### src/rtl/shift_arbiter.sv
// Round-robin arbiter that shares one barrel shifter between the ALU shift path (port 0)
// and the load/store alignment path (port 1); one registered op in flight at a time.
module shift_arbiter #(
  parameter int DPW = 32
) (
  input  logic                   clk,
  input  logic                   arst,
  input  logic [1:0]             req_valid,
  output logic [1:0]             req_ready,
  input  logic [2*DPW-1:0]       req_number,
  input  logic [2*$clog2(DPW)-1:0] req_amount,
  input  logic [1:0]             req_is_left,
  input  logic [1:0]             req_msb_ext,
  output logic [1:0]             rsp_valid,
  input  logic [1:0]             rsp_ready,
  output logic [DPW-1:0]         rsp_data,
  output logic                   busy
);
  localparam int SAW = $clog2(DPW);

  typedef enum logic [1:0] {IDLE, EXEC, RESP} state_t;

  state_t           state_reg, state_next;
  logic             last_grant_reg;
  logic             owner_reg;
  logic [DPW-1:0]   number_reg;
  logic [SAW-1:0]   amount_reg;
  logic             is_left_reg;
  logic             msb_ext_reg;
  logic [DPW-1:0]   data_reg;

  logic             grant;
  logic             handshake;
  logic [DPW-1:0]   number_rev;
  logic [DPW-1:0]   shift_in;
  logic [DPW-1:0]   shift_rev;
  logic [DPW-1:0]   shift_out;
  logic             fill;
  logic [DPW-1:0]   stage [SAW+1];

  // Arbitration: a lone requester wins; under contention the port that lost last time wins.
  always_comb begin
    grant     = 1'b0;
    req_ready = 2'b00;
    if (state_reg == IDLE) begin
      case (req_valid)
        2'b01:   grant = 1'b0;
        2'b10:   grant = 1'b1;
        2'b11:   grant = ~last_grant_reg;
        default: grant = 1'b0;
      endcase
      if (req_valid != 2'b00) begin
        req_ready[grant] = 1'b1;
      end
    end
  end

  assign handshake = (state_reg == IDLE) && (req_valid != 2'b00);

  always_comb begin
    state_next = state_reg;
    case (state_reg)
      IDLE:    if (handshake) state_next = EXEC;
      EXEC:    state_next = RESP;
      RESP:    if (rsp_ready[owner_reg]) state_next = IDLE;
      default: state_next = IDLE;
    endcase
  end

  // Left shifts reuse the right shifter by reversing the operand on the way in and out.
  generate
    for (genvar gi = 0; gi < DPW; gi++) begin : g_rev
      assign number_rev[gi] = number_reg[DPW-1-gi];
      assign shift_rev[gi]  = stage[SAW][DPW-1-gi];
    end
  endgenerate

  assign shift_in = is_left_reg ? number_rev : number_reg;
  assign fill     = msb_ext_reg & ~is_left_reg & shift_in[DPW-1];
  assign stage[0] = shift_in;

  generate
    for (genvar gi = 0; gi < SAW; gi++) begin : g_stage
      localparam int SH = 1 << gi;
      assign stage[gi+1] = amount_reg[gi] ? {{SH{fill}}, stage[gi][DPW-1:SH]} : stage[gi];
    end
  endgenerate

  assign shift_out = is_left_reg ? shift_rev : stage[SAW];

  always_ff @(posedge clk or posedge arst) begin
    if (arst) begin
      state_reg      <= IDLE;
      last_grant_reg <= 1'b1;
      owner_reg      <= 1'b0;
      number_reg     <= '0;
      amount_reg     <= '0;
      is_left_reg    <= 1'b0;
      msb_ext_reg    <= 1'b0;
      data_reg       <= '0;
    end else begin
      state_reg <= state_next;
      if (handshake) begin
        owner_reg      <= grant;
        last_grant_reg <= grant;
        number_reg     <= grant ? req_number[2*DPW-1:DPW] : req_number[DPW-1:0];
        amount_reg     <= grant ? req_amount[2*SAW-1:SAW] : req_amount[SAW-1:0];
        is_left_reg    <= req_is_left[grant];
        msb_ext_reg    <= req_msb_ext[grant];
      end
      if (state_reg == EXEC) begin
        data_reg <= shift_out;
      end
    end
  end

  assign rsp_valid = (state_reg == RESP) ? (owner_reg ? 2'b10 : 2'b01) : 2'b00;
  assign rsp_data  = data_reg;
  assign busy      = (state_reg != IDLE);

endmodule
### config.mk
export PLATFORM = sky130hd
export DESIGN_NAME = shift_arbiter
export DESIGN_NICKNAME = d
export VERILOG_FILES = /design/src/rtl/shift_arbiter.sv
export SDC_FILE = /design/constraint.sdc
export NUM_CORES = 1
export LEC_CHECK = 0
export BUFFER_PORTS_ARGS = -buffer_cell sky130_fd_sc_hd__buf_2
export CAP_MARGIN = 20
export CORE_ASPECT_RATIO = 0.8
export CORE_MARGIN = 3
export CORE_UTILIZATION = 40
export CTS_BUF_LIST = sky130_fd_sc_hd__clkbuf_4
export CTS_CLUSTER_SIZE = 20
export DETAILED_ROUTE_END_ITERATION = 10
export GPL_TIMING_DRIVEN = 1
export PLACE_DENSITY = 0.72
export SLEW_MARGIN = 20
export SYNTH_ARGS = -nofsm -noshare
export SYNTH_HDL_FRONTEND = slang
export SYNTH_SLANG_ARGS = --single-unit
### constraint.sdc
create_clock -name clk -period 4.4 [get_ports clk]
set_input_delay 0.44 -clock clk [delete_from_list [all_inputs] [get_ports clk]]
set_output_delay 0.44 -clock clk [all_outputs]
set_load 0.01 [all_outputs]
# After elaboration in Yosys (flattened, before gate mapping)
# Cells that the tools add are included.
# W data, S select, Z words.
word_totals:
  regBits: 75
  wordCells: 55
op_classes:
  order_cmp: 4
  n_eq_ne: 6
  reduce_logical: 6
  bitwise: 4
  muxes: 27
ops:
  columns: ["cell", "n"]
  rows:
  - ["$mux W32", 8]
  - ["$mux W2", 6]
  - ["$mux W1", 9]
  - ["$eq A2 B2 Y1 const B", 3]
  - ["$lt A1 B2 Y1 const B", 3]
  - ["$pmux W2 S3", 1]
  - ["$mux W5", 1]
  - ["$ne A2 B2 Y1 const B", 2]
  - ["$reduce_bool A2 Y1", 2]
  - ["$and A1 B1 Y1", 2]
  - ["$eq A2 B1 Y1 const B", 1]
  - ["$logic_and A1 B1 Y1", 2]
  - ["$logic_not A2 Y1", 1]
  - ["$not A1 Y1", 2]
  - ["$pmux W1 S2", 1]
  - ["$reduce_and A2 Y1", 1]
  - ["$demux W1 S1", 1]
  - ["$ge A1 B1 Y1 const B", 1]

# Logic depth before layout (Yosys ltp)
depth:
  depth_word: 9
  depth_mapped: 11
  mapped_depth_nobuf: 6

# Worst setup path before layout
# OpenSTA, ideal clock, no wires.
synth_path:
  path_type: "reg2reg"
  startpoint: "register amount_reg[0]"
  endpoint: "register data_reg[8], in the netlist rsp_data[8]"
  arrival_ns: 2.309
  stages_incl_launch_ff: 9
  period_less_slack_ns: 2.435
  setup_time_ns: 0.126
  slack_ns: 1.965
  cell_sequence: "dfrtp_1 > buf_6 > buf_8 > mux4_2 > mux4_2 > mux2_2 > o22ai_2 > nor2_1 > a221o_1"
synth_between:
  elab_chain_cells: 6
synth_lines:
  columns: ["element", "line", "source"]
  rows:
  - ["from (decl)", "27", "logic [SAW-1:0] amount_reg;"]
  - ["from (signal assigned)", "107", "amount_reg <= grant ? req_amount[2*SAW-1:SAW] : req_amount[SAW-1:0];"]
  - ["$mux W32 (5 in a row)", "85", "assign stage[gi+1] = amount_reg[gi] ? {{SH{fill}}, stage[gi][DPW-1:SH]} : stage[gi];"]
  - ["$mux W32", "89", "assign shift_out = is_left_reg ? shift_rev : stage[SAW];"]
  - ["to (signal assigned)", "112", "data_reg <= shift_out;"]
  - ["to (decl)", "30", "logic [DPW-1:0] data_reg;"]
# No other way between the ends.
# A chain may end at the register's enable or synchronous reset.

# Final worst setup path
layout_path:
  startpoint: "register amount_reg[0]"
  endpoint: "register data_reg[11], in the netlist rsp_data[11]"
# Same word-level chain as after synthesis.

==> flow_metrics.tcl <==
set metrics [dict create \
    fin_skew_ns 0.0190 \
    cts_tree "built" \
    insertion_delay_ns 0.48 \
    routabilityCongestion 1.03 \
    drt-total-wl_mm 20.5 \
    synthTopCellsByArea "dfrtp_1 (29%), mux4_2 (21%), nand2_1 (6.7%), mux2i_1 (5.3%), nor2_1 (4.3%)" \
    rows 40 \
    r2r_setup_slack_ns 1.31 \
    end_kind "register" \
    switchingPower_mw 3.62 \
    status "finished clean" \
    holdWs_ns 0.0759 \
    cts_hold_buf 0 \
    yosysTopAreaCellShare 0.289 \
    powerDensity_nw_per_um2 990 \
    overflow 0 \
    synth_largest_area_cell "dfrtp_1" \
    period_minus_slack_ns 3.09 \
    ys_seq_area_frac 0.294 \
    port_buffers 120 \
    via_per_inst 6.24 \
    grt.total_usage 0.234 \
    nets 842 \
    syn2layout_area_growth_pct 14.1 \
    pwr-share-seq 0.232 \
    post_cts_resized 0 \
    worstPathRequired_ns 4.76 \
    path_max_fanout 27 \
    start_util 0.418 \
    slew_violations 0 \
    setup_ws_ns 1.31 \
    clkSlewWorstSetupHoldPaths_ns 0.13 \
    htree_levels 3 \
    cap_violations 0 \
    drtPass1Iterations 7 \
    multi_input_area_um2 4170 \
    yosysMostFrequentCell "nand2_1" \
    synth-seq-cells 75 \
    die_h_um 119 \
    combinationalPowerShare 0.698 \
    pre_cts_slack_ns 1.36 \
    cts_buffer_depth 2 \
    cell_internal_pwr_mw 3.60 \
    hold_path.class "input pin to asynchronous set/reset pin" \
    post_synth_instance_area_um2 6400 \
    core_um2 15300 \
    syn_inst 668 \
    vias 6080 \
    syn_avg_cell_area_um2 9.58 \
    dieArea_um2 17600 \
    grt_pass1_wl_mm 32.5 \
    cts_root_buffer "clkbuf_4" \
    drive_gt1_frac 0.337 \
    crit_path_start_kind "register" \
    ir_drop_v 0.000374 \
    postCtsSetupRepairBufs 0 \
    fmax_ghz 0.324 \
    switching_share 0.502 \
    drtIter0Drc 916 \
    hold_viol_final 0 \
    tightest_slew_ns 0.850 \
    post-route-period-util 0.701 \
    antenna_found_initial 2 \
    yosysUniqueCellTypes 70 \
    ys_warn_count 0 \
    seqCellArea_um2 1880 \
    grt_max_degree 44 \
    fill_cells 1485 \
    clock_sinks 75 \
    ys.flop_type "dfrtp_1" \
    utilization 0.477 \
    p_clk_frac 0.070 \
    p_leak_nw 3.09 \
    post-dp-hpwl_mm 15.1 \
    synthTopCellsByCount "nand2_1 (114), dfrtp_1 (74), nor2_1 (74)" \
    fin_tns_setup_ns 0 \
    drc 0 \
    detail-route-antenna-nets 0 \
    fp.dieW_um 147 \
    async_reset_ff_frac 1.00 \
    grt_pass1_vias 5738 \
    syn_nets 752 \
    io_pins 121 \
    rsz0062_at_grt "no" \
    synth_edf_count 0 \
    relSlewSlack 0.432 \
    routedWlPerCell_um 21.1 \
    path_class "register to register" \
    setup_viol 0 \
    cp.arrival_ns 3.45 \
    numCtsBuffers 9 \
]
[critical path, cell delays in order, from the launching register on]
cell       delay (ns)
dfrtp_4          0.77
mux4_2           0.58
mux2_2           0.29
mux2i_1          0.42
o221ai_1         0.27
a2111oi_0        0.54
a211oi_1         0.09
[per-stage QoR]
step	std cells	area, µm²	power, mW
after detailed placement	957	7130	6.60
final	974	7300	7.22
after global placement	957	7130	6.56
after CTS	973	7300	7.13
after floorplan	668	6400	5.21
after global routing	974	7300	7.67
[layer usage]
metal,routed length [µm],GRT usage,up-vias
met3,2390,0.0631,55
met1,9130,0.356,2891
met5,10,0.00882,-
li1,-,-,2719
met2,8510,0.325,413
met4,490,0.0675,2
[final timing paths]
kind / cells after the start / to / from
worst max-delay path: 6 / rsp_data[11]$_DFFE_PP0N_ / amount_reg[0]$_DFFE_PP0P_
min in group clk: 3 / number_reg[4]$_DFFE_PP0P_ / req_number[36]
worst min-delay path: 2 / rsp_data[16]$_DFFE_PP0N_ / arst
worst min register to register: 2 / rsp_data[6]$_DFFE_PP0N_ / rsp_data[6]$_DFFE_PP0N_
worst max register to register: 6 / rsp_data[11]$_DFFE_PP0N_ / amount_reg[0]$_DFFE_PP0P_
max in group asynchronous: 3 / amount_reg[0]$_DFFE_PP0P_ / arst
[final cells by class]
cell class | count | share of cell area
Antenna cell | 1 | 0.000343
Clock buffer | 9 | 0.00926
Clock inverter | 7 | 0.0135
Inverter | 13 | 0.00669
Multi-Input combinational cell | 519 | 0.572
Sequential cell | 75 | 0.258
Tap cell | 210 | 0.0360
Timing Repair Buffer | 140 | 0.105
[power groups by stage]
stage          clock [mW]  sequential (mW)  combinational, mW
2_1_floorplan           0             1.39               3.82
3_3_place_gp            0             1.66               4.91
3_5_place_dp            0             1.67               4.93
4_1_cts             0.519             1.65               4.96
5_1_grt             0.547             1.73               5.39
6_report            0.504             1.68               5.04
[layout by cell type, fill, tap and decap left out, drive strengths merged, types with 3 or more instances in the layout]
| cell | synthesis | layout |
|---|---|---|
| o21ai | 23 | 23 |
| a31oi | 42 | 42 |
| clkbuf | 39 | 9 |
| or2 | 5 | 5 |
| dfrtp | 74 | 74 |
| o311ai | 3 | 3 |
| nor2b | 4 | 4 |
| a21o | 3 | 3 |
| nand3 | 5 | 5 |
| o22ai | 6 | 6 |
| a22oi | 9 | 9 |
| inv | 11 | 13 |
| o211ai | 5 | 5 |
| nand2b | 4 | 4 |
| and3 | 4 | 4 |
| a31o | 4 | 4 |
| mux4 | 61 | 61 |
| a221o | 5 | 5 |
| o221ai | 8 | 8 |
| mux2i | 35 | 35 |
| and2 | 8 | 8 |
| mux2 | 21 | 21 |
| a211oi | 9 | 9 |
| a21oi | 22 | 22 |
| clkinv | 2 | 5 |
| buf | 22 | 140 |
| o211a | 3 | 3 |
| nor2 | 74 | 74 |
| o21a | 3 | 3 |
| o31ai | 4 | 4 |
| nand2 | 115 | 115 |
[kinds of logic after synthesis]
family,Yosys count,share of synthesized area
AO/OA/AOI/OAI,175,0.194
XOR/XNOR,1,0.00137
buffers and inverters,74,0.0557
flip-flops,75,0.294
multiplexers,117,0.308
AND/OR/NAND/NOR,226,0.147
Note: power is estimated with default switching activity, not from simulation.
